### src/rtl/uart_rx_param.sv
// uart_rx_param: oversampled UART receive engine with configurable word length,
// parity, stop bits and bit order, feeding a one-entry valid/ready output buffer.
//   clk, rst_n  : clock, asynchronous active-low reset
//   en          : receive enable; low aborts any frame in progress
//   rx          : asynchronous serial input, idle high
//   tick        : one-clk strobe at baud*OVERSAMPLE
//   data/valid/ready          : buffered word and handshake
//   frame_err/parity_err      : error flags qualifying the buffered word
//   overrun     : sticky, a completed frame was dropped because the buffer was full
//   busy        : receiver is inside a frame
module uart_rx_param #(
    parameter int unsigned DATA_BITS  = 8,
    parameter int unsigned OVERSAMPLE = 16,
    parameter int unsigned PARITY     = 0,
    parameter int unsigned STOP_BITS  = 1,
    parameter int unsigned MSB_FIRST  = 0
) (
    input  logic                 clk,
    input  logic                 rst_n,
    input  logic                 en,
    input  logic                 rx,
    input  logic                 tick,
    output logic [DATA_BITS-1:0] data,
    output logic                 valid,
    input  logic                 ready,
    output logic                 frame_err,
    output logic                 parity_err,
    output logic                 overrun,
    output logic                 busy
);

    localparam int unsigned TCW = $clog2(OVERSAMPLE);
    localparam int unsigned BCW = $clog2(DATA_BITS + 1);
    localparam logic [TCW-1:0] HALF_LAST = TCW'(OVERSAMPLE / 2 - 1);
    localparam logic [TCW-1:0] FULL_LAST = TCW'(OVERSAMPLE - 1);
    localparam logic [BCW-1:0] DATA_LAST = BCW'(DATA_BITS - 1);
    localparam logic [BCW-1:0] STOP_LAST = BCW'(STOP_BITS - 1);
    localparam bit HAS_PARITY = (PARITY != 0);
    localparam bit ODD_PARITY = (PARITY == 2);

    typedef enum logic [2:0] {
        S_IDLE,
        S_START,
        S_DATA,
        S_PARITY,
        S_STOP
    } state_t;

    state_t                 state;
    state_t                 state_nx;
    logic                   rx_meta;
    logic                   rx_s;
    logic [TCW-1:0]         tick_cnt;
    logic [BCW-1:0]         bit_cnt;
    logic [DATA_BITS-1:0]   shreg;
    logic                   ferr_pend;
    logic                   perr_pend;
    logic                   half_c;
    logic                   full_c;
    logic                   sample_c;
    logic                   commit_c;
    logic                   accept_c;

    // Two-flop synchroniser for the pad input
    always_ff @(posedge clk or negedge rst_n) begin
        if (!rst_n) begin
            rx_meta <= 1'b1;
            rx_s    <= 1'b1;
        end else begin
            rx_meta <= rx;
            rx_s    <= rx_meta;
        end
    end

    assign half_c   = tick && (tick_cnt == HALF_LAST);
    assign full_c   = tick && (tick_cnt == FULL_LAST);
    assign accept_c = valid && ready;

    // State register
    always_ff @(posedge clk or negedge rst_n) begin
        if (!rst_n) begin
            state <= S_IDLE;
        end else begin
            state <= state_nx;
        end
    end

    // Next-state and sample/commit strobes
    always_comb begin
        state_nx = state;
        sample_c = 1'b0;
        commit_c = 1'b0;
        if (!en) begin
            state_nx = S_IDLE;
        end else begin
            case (state)
                S_IDLE: begin
                    if (!rx_s) state_nx = S_START;
                end
                S_START: begin
                    // Mid start bit: a high level here means the low was a glitch
                    if (half_c) state_nx = rx_s ? S_IDLE : S_DATA;
                end
                S_DATA: begin
                    if (full_c) begin
                        sample_c = 1'b1;
                        if (bit_cnt == DATA_LAST) state_nx = HAS_PARITY ? S_PARITY : S_STOP;
                    end
                end
                S_PARITY: begin
                    if (full_c) begin
                        sample_c = 1'b1;
                        state_nx = S_STOP;
                    end
                end
                S_STOP: begin
                    // Leave mid stop bit so a back-to-back start edge is not missed
                    if (full_c) begin
                        sample_c = 1'b1;
                        if (bit_cnt == STOP_LAST) begin
                            commit_c = 1'b1;
                            state_nx = S_IDLE;
                        end
                    end
                end
                default: state_nx = S_IDLE;
            endcase
        end
    end

    // Tick/bit counters, shift register and pending error flags
    always_ff @(posedge clk or negedge rst_n) begin
        if (!rst_n) begin
            tick_cnt  <= '0;
            bit_cnt   <= '0;
            shreg     <= '0;
            ferr_pend <= 1'b0;
            perr_pend <= 1'b0;
        end else begin
            if ((state_nx != state) || (state == S_IDLE)) begin
                tick_cnt <= '0;
            end else if (tick) begin
                tick_cnt <= (tick_cnt == FULL_LAST) ? '0 : tick_cnt + TCW'(1);
            end

            if (state_nx != state) begin
                bit_cnt <= '0;
            end else if (sample_c) begin
                bit_cnt <= bit_cnt + BCW'(1);
            end

            if (sample_c && (state == S_DATA)) begin
                if (MSB_FIRST != 0) begin
                    shreg <= {shreg[DATA_BITS-2:0], rx_s};
                end else begin
                    shreg <= {rx_s, shreg[DATA_BITS-1:1]};
                end
            end

            if (state == S_START) begin
                ferr_pend <= 1'b0;
                perr_pend <= 1'b0;
            end else begin
                if (sample_c && (state == S_PARITY)) perr_pend <= (^shreg) ^ rx_s ^ ODD_PARITY;
                if (sample_c && (state == S_STOP) && !rx_s) ferr_pend <= 1'b1;
            end
        end
    end

    // Output buffer, handshake and sticky overrun
    always_ff @(posedge clk or negedge rst_n) begin
        if (!rst_n) begin
            data       <= '0;
            valid      <= 1'b0;
            frame_err  <= 1'b0;
            parity_err <= 1'b0;
            overrun    <= 1'b0;
            busy       <= 1'b0;
        end else begin
            if (commit_c && (!valid || ready)) begin
                data       <= shreg;
                frame_err  <= ferr_pend | ~rx_s;
                parity_err <= perr_pend;
                valid      <= 1'b1;
            end else if (accept_c) begin
                valid <= 1'b0;
            end

            if (commit_c && valid && !ready) begin
                overrun <= 1'b1;
            end else if (accept_c) begin
                overrun <= 1'b0;
            end

            busy <= (state_nx != S_IDLE);
        end
    end

endmodule

### config.mk
export PLATFORM = sky130hd
export DESIGN_NAME = uart_rx_param
export DESIGN_NICKNAME = d
export VERILOG_FILES = /design/src/rtl/uart_rx_param.sv
export SDC_FILE = /design/constraint.sdc
export NUM_CORES = 1
export LEC_CHECK = 0
export CAP_MARGIN = 10
export CORE_MARGIN = 2
export CORE_UTILIZATION = 60
export CTS_BUF_LIST = sky130_fd_sc_hd__clkbuf_4
export DETAILED_ROUTE_END_ITERATION = 6
export DONT_BUFFER_PORTS = 1
export MAX_ROUTING_LAYER = met4
export PLACE_DENSITY_LB_ADDON = 0.25
export SYNTH_ARGS = -nofsm -noshare
export SYNTH_HDL_FRONTEND = slang
export SYNTH_SLANG_ARGS = --single-unit
### constraint.sdc
create_clock -name clk -period 5.5 [get_ports clk]
set_input_delay 0.55 -clock clk [delete_from_list [all_inputs] [get_ports clk]]
set_output_delay 0.55 -clock clk [all_outputs]
set_load 0.03 [all_outputs]
==> run metrics, run 1 <==
min cycle time layout 2.22 ns; DRT Pass-1 Iters 6; total CTS buffers 5; clock skew after layout 0.0171 ns; Worst slew margin 54.4%; Root Driver clkbuf_4; GR Layer Usage met2 30.5%; GRT met1 Usage 28.8%; Die ar. 3440 sq um; Vias 1,170; Port-buffer cells 0; crit path to data[3]; mapped cell area 1790 sq um; first-pass GRT wire length 5250 microns; Routed WL 3220 microns; WS Path Type flip-flop to flip-flop; FILL cells 219; Yosys warning count 0; Primary FF master, synth dfrtp_1; Fin. Hold Viols 0; vias per cell 6.22; slew at the pin with the worst max-slew slack 0.685 ns; Final HPWL DP 2180 microns; most frequent cells in the layout 34 x dfrtp_1, 20 x mux2_2, 9 x nor3_1, 8 x inv_1, 8 x nand2_1; pin count of the biggest net entering global routing 35; share of layout cells above drive strength 1 23.6%; Synth area leader dfrtp_1; Synth area leaders dfrtp_1 47%, mux2_2 13%, xnor2_1 3.4%, dfstp_2 2.9%, nor3_1 2.5%; Ports 19; P&R area growth vs syn 5.86%; Hold Crit Class input port to flip-flop; reg-to-reg setup timing slack 3.28 ns; most common cell after layout, fill and taps aside dfrtp_1; crit share post-route 40.4%; cell row count 19; Starting Density 63.9%; Synth Register Bits 36; number of max-cap violations 0; CTS sink cnt 36; Die Span Y 58.7 microns; vias in the first global route 1,094; post-CTS resize count 0; Clk Latency, worst-skew pair 0.35 ns; post-DR wirelength/cell 17.1 microns; most used routing layer met2; setup_tns 0 ns; clock slew at reported path FFs 0.10 ns; fin nets 165; crit path launch type flip-flop; Yosys cell types 42; Final Setup Violations 0; H-tree levels 2; Post-synth ARST share 100%; RSZ-0062 raised after global routing no; slack of the critical path 3.28 ns; status finished, violations left; CP Capture Type flip-flop; pre-CTS WS 3.30 ns; Ant. Diodes 0; Static Leakage 0.890 nW; RR Startpoint tick_cnt[0]; pwr dens 227 nW/um^2; Iter 0 DRT Violations 38; CTS Buffer Depth 2; cells after synthesis 151; syn_nets 160; crit path DAT 2.46 ns; Pins Over Slew Limit 0; overall power 0.432 mW; Critical Path Start tick_cnt[0]; GR Util All Layers 22.0%; grt ovf 0; Layout Cells excl Fill 188; register area share after synthesis 50.4%; capture point of the worst reg-to-reg path data[3]; dpl cells 178; Post-synth EDFFs 0; VDD IR max 0.171 mV; Synth top area share 47.5%; die width 58.7 microns; Synth Area per Inst 11.9 sq um; antenna violations before repair 0; met3 usage 9.23%; Routed Antenna Nets 0; CORE AREA 2810 sq um; DRC Markers 2; Crit Path Max Fanout 12; Peak Freq 450 MHz; gpl congestion 0.893; violated checks DRC; R2R cell count 5; CTS tree done; Req. time, crit path 5.74 ns
[per-stage QoR]
step | hold slack [ns] | util, % | area (sq um)
CTS | 0.00738 | 67.3 | 1890
floorplan | 0.254 | - | 1790
global placement | 0.255 | 64.6 | 1810
detailed placement | 0.255 | 64.6 | 1810
finish | 0.189 | 67.7 | 1900
global route | 0.140 | 67.7 | 1900
[final cells by class]
| cell class | count | area, sq um | share of cell area (%) |
|---|---|---|---|
| clock buffer | 6 | 45.0 | 2.37 |
| clock inverter | 2 | 11.3 | 0.593 |
| inverter | 8 | 30.0 | 1.58 |
| multi-input combinational | 103 | 840 | 44.2 |
| sequential | 36 | 903 | 47.6 |
| tap | 31 | 38.8 | 2.04 |
| timing repair buffer | 2 | 30.0 | 1.58 |
[state kept, by name (all words and copies together), names as in the netlist, 3 cells and up]
signal	count
shreg	8
data	8
bit_cnt	4
tick_cnt	4
state	3
[timing repair]
item | CTS | global route
hold buffers | 1 | 1
endpoints found under the hold margin | 34 | 30
setup buffers | 0 | 0
[worst min path at each step]
stage | startpoint | to | slack [ns] | cells after the start
6_report | rx | rx_meta | 0.19 | 0
5_1_grt | rx | rx_meta | 0.14 | 0
4_1_cts | rst_n | shreg[4] | 0.007 | 1
3_5_place_dp | rst_n | busy | 0.26 | 0
3_3_place_gp | rst_n | busy | 0.26 | 0
2_1_floorplan | rst_n | bit_cnt[0] | 0.25 | 0
[layer usage]
| metal | vias up | wire length, microns |
|---|---|---|
| met1 | 567 | 1480 |
| met3 | 5 | 272 |
| met5 | - | 0 |
| li1 | 556 | - |
| met4 | 0 | 43 |
| met2 | 42 | 1420 |
[cells by family after synthesis]
| kind of cell | share of synthesized area, % |
|---|---|
| and+or+nand+nor | 12.4 |
| DFF | 50.4 |
| AOI/OAI and AO/OA | 12.6 |
| muxes | 13.1 |
| xor gates and xnor gates | 6.63 |
| buffers and inverters | 2.79 |
| adders and majority gates | 2.09 |
[power by group]
group,switching [mW],total [mW],internal (mW)
combinational,0.0123,0.0191,0.00677
sequential,0.00491,0.272,0.267
clock,0.0867,0.140,0.0535
total,0.104,0.432,0.328
[worst max-delay path, cell delays in order (launching register included)]
cell and delay, ns:
dfrtp_1 0.42, ha_1 0.26, and4_1 0.47, nand4_2 0.22, a21oi_4 0.36, mux2_2 0.39
[Yosys cell counts, types with 2 or more instances]
| cell | count |
|---|---|
| buf_2 | 4 |
| ha_1 | 3 |
| xor2_1 | 4 |
| a21oi_1 | 3 |
| nand2b_1 | 2 |
| nor3_1 | 9 |
| nor2_1 | 5 |
| inv_1 | 8 |
| and3_1 | 2 |
| mux2_2 | 20 |
| o31ai_1 | 2 |
| o211ai_1 | 4 |
| nand2_1 | 8 |
| dfstp_2 | 2 |
| dfrtp_1 | 34 |
| nor3b_1 | 2 |
| xnor2_1 | 7 |
| o21ai_0 | 7 |
| o2111ai_1 | 2 |
Power figures use the tool's default switching activity.
==> inputs of run 2 (changes only) <==
--- a/config.mk
+++ b/config.mk
@@ -7,7 +7,7 @@
 export LEC_CHECK = 0
 export CAP_MARGIN = 10
 export CORE_MARGIN = 2
-export CORE_UTILIZATION = 60
+export CORE_UTILIZATION = 59
 export CTS_BUF_LIST = sky130_fd_sc_hd__clkbuf_4
 export DETAILED_ROUTE_END_ITERATION = 6
 export DONT_BUFFER_PORTS = 1
==> constraint.sdc (replaced) <==
create_clock -name clk -period 1.9 [get_ports clk]
set_input_delay 0.19 -clock clk [delete_from_list [all_inputs] [get_ports clk]]
set_output_delay 0.19 -clock clk [all_outputs]
set_load 0.03 [all_outputs]
==> run 2 against run 1 <==
Against the previous run:
- combinational power grew to 3.6 times the previous value
- global-route usage shrank 0.39 points
- sequential cell count is the same
- utilization grew 0.24 points
- maximum frequency grew 26%
- clock power grew to 2.9 times the previous value
- critical path depth is the same
- critical path type unchanged
- register-to-register slack lost 3.1 ns
- the flow now finishes without violations
- sequential power grew to 2.9 times the previous value
==> run metrics, run 2 (same netlist as run 1, synthesis figures left out) <==
Die Span Y 59.1 microns (was 58.7 microns); Hold Path Depth 2 (was 0); Hold Crit Class input port to flip-flop (unchanged); met3 usage 6.33% (was 9.23%); GR Util All Layers 21.6% (was 22.0%); Ports 19 (unchanged); P_sw 0.308 mW (was 0.104 mW); R2R cell count 5 (unchanged); CTS tree done (unchanged); Iter 0 DRT Violations 41 (was 38); Crit path buffers/inverters 1 (was 0); Vias 1,239 (was 1,170); Die ar. 3500 sq um (was 3440 sq um); reg-to-reg setup timing slack 0.13 ns (was 3.28 ns); most common cell after layout, fill and taps aside dfrtp_1 (unchanged); CP Capture Type flip-flop (unchanged); Starting Density 60.2% (was 63.9%); Final Setup Violations 0 (unchanged); share of layout cells above drive strength 1 30.2% (was 23.6%); DRC Markers 0 (was 2); cell family with the largest share of critical-path delay simple AND/OR/NAND/NOR gates (unchanged); vias per cell 6.13 (was 6.22); CTS Buffer Depth 2 (unchanged); VDD IR max 0.459 mV (was 0.171 mV); post-DR wirelength/cell 15.8 microns (was 17.1 microns); grt ovf 0 (unchanged); capture point of the worst reg-to-reg path data[0] (was data[3]); Pins Over Slew Limit 0 (unchanged); die width 59.1 microns (was 58.7 microns); area of the multi-input gates 853 sq um (was 840 sq um); Critical Path Start state[2] (was tick_cnt[0]); most used routing layer met2 (unchanged); P&R area growth vs syn 12.8% (was 5.86%); Regs by FF count data x8, shreg x8 (unchanged); overall power 1.25 mW (was 0.432 mW); Port-buffer cells 0 (unchanged); Ant. Diodes 0 (unchanged); Req. time, crit path 2.14 ns (was 5.74 ns); crit path to data[0] (was data[3]); WS Path Type flip-flop to flip-flop (unchanged); fin nets 177 (was 165); crit share post-route 93.0% (was 40.4%); internal power 0.943 mW (was 0.328 mW); Crit Path Max Fanout 10 (was 12); crit path launch type flip-flop (unchanged); Flop pwr share 62.5% (was 63.1%); DRT Pass-1 Iters 4 (was 6); min cycle time layout 1.77 ns (was 2.22 ns); Clk Latency, worst-skew pair 0.34 ns (was 0.35 ns); Routed WL 3190 microns (was 3220 microns); Final HPWL DP 2330 microns (was 2180 microns); total CTS buffers 5 (unchanged); combinational share of power 5.6% (was 4.4%); Peak Freq 566 MHz (was 450 MHz); Slowest-stage cell, CP dfrtp_1 (was and4_1); H-tree levels 2 (unchanged); pin count of the biggest net entering global routing 37 (was 35); clock share of power 31.9% (was 32.5%); CP Cell Sequence nor3b_4 -> nand4_2 -> a21oi_4 -> buf_12 -> mux2_2 (was ha_1 -> and4_1 -> nand4_2 -> a21oi_4 -> mux2_2); Storage cell area 903 sq um (unchanged); Root Driver clkbuf_4 (unchanged); first-pass GRT wire length 5490 microns (was 5250 microns); clock slew at reported path FFs 0.11 ns (was 0.10 ns); crit path DAT 2.00 ns (was 2.46 ns); cell row count 20 (was 19); total placed instance area 1870 sq um (was 1810 sq um); clock skew after layout 0.00702 ns (was 0.0171 ns); sw frac 24.6% (was 24.1%); crit-path max cell delay 0.48 ns (was 0.47 ns); most frequent cells in the layout 34 x dfrtp_1, 20 x mux2_2, 9 x nor3_1, 9 x buf_4 (was 34 x dfrtp_1, 20 x mux2_2, 9 x nor3_1, 8 x inv_1, 8 x nand2_1); status finished clean (was finished, violations left); vias in the first global route 1,291 (was 1,094); cell count along the critical path 5 (unchanged); CTS sink cnt 36 (unchanged); RR Startpoint state[2] (was tick_cnt[0]); Static Leakage 0.970 nW (was 0.890 nW); CORE AREA 2980 sq um (was 2810 sq um); Worst slew margin 70.8% (was 54.4%); pwr dens 619 nW/um^2 (was 227 nW/um^2); Routed Antenna Nets 0 (unchanged); RSZ-0062 raised after global routing no (unchanged); GRT met1 Usage 25.1% (was 28.8%); gpl congestion 0.877 (was 0.893); antenna violations before repair 0 (unchanged); number of max-cap violations 0 (unchanged); Final Cell Area 2020 sq um (was 1900 sq um); setup_tns 0 ns (unchanged); FILL cells 222 (was 219); GR Layer Usage met2 35.2% (was 30.5%); slew at the pin with the worst max-slew slack 0.438 ns (was 0.685 ns); Fin. Hold Viols 0 (unchanged); final core occ 67.9% (was 67.7%)
==> run 2: power groups by stage <==
| stage | clock network (mW) | logic (mW) | registers, mW |
|---|---|---|---|
| final | 0.399 | 0.0696 | 0.783 |
| after CTS | 0.420 | 0.0709 | 0.783 |
| after global placement | 0 | 0.0422 | 0.797 |
| after global routing | 0.453 | 0.0779 | 0.784 |
| after floorplan | 0 | 0.0350 | 0.797 |
| after detailed placement | 0 | 0.0439 | 0.798 |
==> run 2: worst min-delay path by stage <==
stage | end | start | slack (ns)
final | perr_pend | en | 0.08
after global routing | perr_pend | en | 0.09
after CTS | valid | en | 0.03
after detailed placement | valid | rst_n | -0.10
after global placement | overrun | rst_n | -0.10
after floorplan | bit_cnt[0] | rst_n | -0.11
==> run 2: worst reg2reg max path: cells and delay by family, from the launching register on <==
kind	cells	cell delay, ns
flops	1	0.48
buf+inv	1	0.15
compound gates	1	0.17
mux	1	0.34
simple gates	2	0.52
==> run 2: repair_timing <==
action                                  CTS  global route
resized for setup                         1             3
buffers inserted                          1             2
pin swaps                                 0             1
hold endpoints to repair                 39             0
hold buffers                              4             0
endpoints found under the setup margin   13            26
==> run 2: metrics by stage <==
stage | setup slack (ns) | instances | hold WS (ns)
3_3_place_gp | 0.0103 | 187 | -0.105
4_1_cts | 0.0177 | 200 | 0.0343
6_report | 0.132 | 202 | 0.0836
5_1_grt | 0.00170 | 202 | 0.0908
3_5_place_dp | -0.0834 | 187 | -0.105
2_1_floorplan | 0.0663 | 151 | -0.106
==> run 2: cell type report <==
cell class | count | share of cell area (%)
multi-input cells | 103 | 42.2
flip-flops and latches | 36 | 44.7
well taps | 33 | 2.04
inverters | 8 | 1.49
clock buffers | 5 | 1.86
clock inverters | 3 | 0.928
repair buffers | 14 | 6.81
==> run 2: per-layer routing <==
layer	routed length (microns)	vias to the layer above	share of wire [%]
li1	-	589	-
met1	1440	608	45
met2	1570	31	49
met3	118	11	3.7
met4	65	0	2.0
met5	0	-	0
==> inputs of run 3 (changes only) <==
--- a/config.mk
+++ b/config.mk
@@ -6,7 +6,7 @@
 export NUM_CORES = 1
 export LEC_CHECK = 0
 export CAP_MARGIN = 10
-export CORE_MARGIN = 2
+export CORE_MARGIN = 3
 export CORE_UTILIZATION = 59
 export CTS_BUF_LIST = sky130_fd_sc_hd__clkbuf_4
 export DETAILED_ROUTE_END_ITERATION = 6
==> run 3 against run 2 <==
Against the previous run:
- worst setup slack lost 0.048 ns
- clock skew grew 0.0083 ns
- routed wire length grew 5.7%
- combinational power grew 2%
- register-to-register slack lost 0.05 ns
- sequential cell count is the same
- clock power shrank 3%
- largest power group unchanged
==> run metrics, run 3 (same netlist as run 1, synthesis figures left out) <==
status finished clean (unchanged); vias in the first global route 1,237 (was 1,291); Worst Min Path Start en (unchanged); WHS 0.0799 ns (was 0.0836 ns); reg-to-reg setup timing slack 0.08 ns (was 0.13 ns); Die ar. 3740 sq um (was 3500 sq um); Die Span Y 61.1 microns (was 59.1 microns); CTS Buffer Depth 2 (unchanged); fin nets 178 (was 177); Routed Antenna Nets 0 (unchanged); CTS tree done (unchanged); Flop pwr share 63.0% (was 62.5%); Hold Path Depth 2 (unchanged); R2R cell count 8 (was 5); GR Layer Usage met2 32.5% (was 35.2%); capture point of the worst reg-to-reg path data[2] (was data[0]); Hold Crit Class input port to flip-flop (unchanged); internal power 0.952 mW (was 0.943 mW); post-DR wirelength/cell 16.8 microns (was 15.8 microns); combinational share of power 5.7% (was 5.6%); Regs by FF count data x8, shreg x8 (unchanged); VDD IR max 0.641 mV (was 0.459 mV); min cycle time layout 1.82 ns (was 1.77 ns); DRC Markers 0 (unchanged); clock slew at reported path FFs 0.11 ns (about the same); grt ovf 0 (unchanged); DRT Pass-1 Iters 4 (unchanged); Starting Density 63.4% (was 60.2%); most used routing layer met2 (unchanged); clock skew after layout 0.0153 ns (was 0.00702 ns); gpl congestion 0.855 (was 0.877); Final Setup Violations 0 (unchanged); RR Startpoint bit_cnt[1] (was state[2]); Port-buffer cells 0 (unchanged); Iter 0 DRT Violations 44 (was 41); Final Cell Area 2050 sq um (was 2020 sq um); sw frac 23.3% (was 24.6%); crit path DAT 2.04 ns (was 2.00 ns); clock share of power 31.2% (was 31.9%); CP Capture Type flip-flop (unchanged); hold endpoint perr_pend (unchanged); total placed instance area 1880 sq um (was 1870 sq um); CORE AREA 2830 sq um (was 2980 sq um); Critical Path Start bit_cnt[1] (was state[2]); cell row count 19 (was 20); Req. time, crit path 2.12 ns (was 2.14 ns); Clk Latency, worst-skew pair 0.34 ns (about the same); WS Path Type flip-flop to flip-flop (unchanged); Fin. Hold Viols 0 (unchanged); P&R area growth vs syn 14.3% (was 12.8%); Pins Over Slew Limit 0 (unchanged); GRT met1 Usage 23.9% (was 25.1%); Root Driver clkbuf_4 (unchanged); Ant. Diodes 0 (unchanged); crit share post-route 95.5% (was 93.0%); met3 usage 8.18% (was 6.33%); most common cell after layout, fill and taps aside dfrtp_1 (unchanged); Vias 1,267 (was 1,239); Routed WL 3380 microns (was 3190 microns); pin count of the biggest net entering global routing 37 (unchanged); CTS sink cnt 36 (unchanged); die width 61.1 microns (was 59.1 microns); number of max-cap violations 0 (unchanged); Peak Freq 551 MHz (was 566 MHz); setup_tns 0 ns (unchanged); slew at the pin with the worst max-slew slack 0.449 ns (was 0.438 ns); total CTS buffers 5 (unchanged); dpl cells 186 (was 187); first-pass GRT wire length 5370 microns (was 5490 microns); Ports 19 (unchanged); GR Util All Layers 20.5% (was 21.6%); final core occ 72.4% (was 67.9%); pwr dens 605 nW/um^2 (was 619 nW/um^2); P_sw 0.288 mW (was 0.308 mW); Static Leakage 0.966 nW (was 0.970 nW); Worst slew margin 70.0% (was 70.8%); vias per cell 6.30 (was 6.13); share of layout cells above drive strength 1 30.0% (was 30.2%); Crit Path Max Fanout 5 (was 10); H-tree levels 2 (unchanged); antenna violations before repair 0 (unchanged); Final HPWL DP 2320 microns (was 2330 microns); most frequent cells in the layout 34 x dfrtp_1, 20 x mux2_2, 9 x nor3_1, 9 x buf_4, 8 x nand2_1 (was 34 x dfrtp_1, 20 x mux2_2, 9 x nor3_1, 9 x buf_4); Layout Cells excl Fill 201 (was 202); crit path launch type flip-flop (unchanged)
[run 3: power by group through the flow]
| stage | registers, mW | clock network, mW | logic, mW |
|---|---|---|---|
| 3_5_place_dp | 0.797 | 0 | 0.0446 |
| 5_1_grt | 0.783 | 0.440 | 0.0784 |
| 6_report | 0.782 | 0.388 | 0.0709 |
| 2_1_floorplan | 0.797 | 0 | 0.0350 |
| 4_1_cts | 0.782 | 0.401 | 0.0718 |
| 3_3_place_gp | 0.797 | 0 | 0.0417 |
[run 3: through the flow]
stage / total power [mW] / worst slack (ns)
after floorplan: 0.832 / 0.0663
after global placement: 0.839 / 0.0705
after detailed placement: 0.842 / 0.00965
after CTS: 1.26 / 0.0175
after global routing: 1.30 / -0.0246
final: 1.24 / 0.0846
[run 3: worst max-delay path: stages, from the launching register on]
cell and delay, ns:
dfrtp_1 0.42, inv_1 0.08, ha_1 0.13, nor3b_2 0.15
buf_4 0.16, nand4_4 0.08, a21oi_4 0.20, clkbuf_16 0.18
mux2_2 0.32
[run 3: timing repair]
item | in CTS | in global routing
resized for setup | 1 | 5
hold buffers | 4 | 0
pin swaps | 0 | 1
endpoints found under the hold margin | 39 | 0
buffers inserted | 0 | 2
endpoints found under the setup margin | 1 | 18
gates cloned | 0 | 1
[run 3: metal layers]
layer | share of wire, % | wire length [microns]
met3 | 6.8 | 230
met5 | 0 | 0
met2 | 48 | 1620
met1 | 44 | 1470
met4 | 1.7 | 56
[run 3: layout make-up]
cell class	count	area [sq um]
inverters	8	30.0
multi-input cells	103	862
clock buffers	6	45.0
fillers	196	779
flip-flops and latches	36	903
well taps	31	38.8
clock inverters	2	7.51
repair buffers	15	163
[run 3: worst max path at each step]
stage	endpoint	slack (ns)	cells after the start
6_report	data[2]	0.08	8
3_3_place_gp	data[2]	0.07	8
2_1_floorplan	data[0]	0.07	6
3_5_place_dp	bit_cnt[0]	0.01	6
4_1_cts	data[3]	0.02	8
5_1_grt	parity_err	-0.02	8
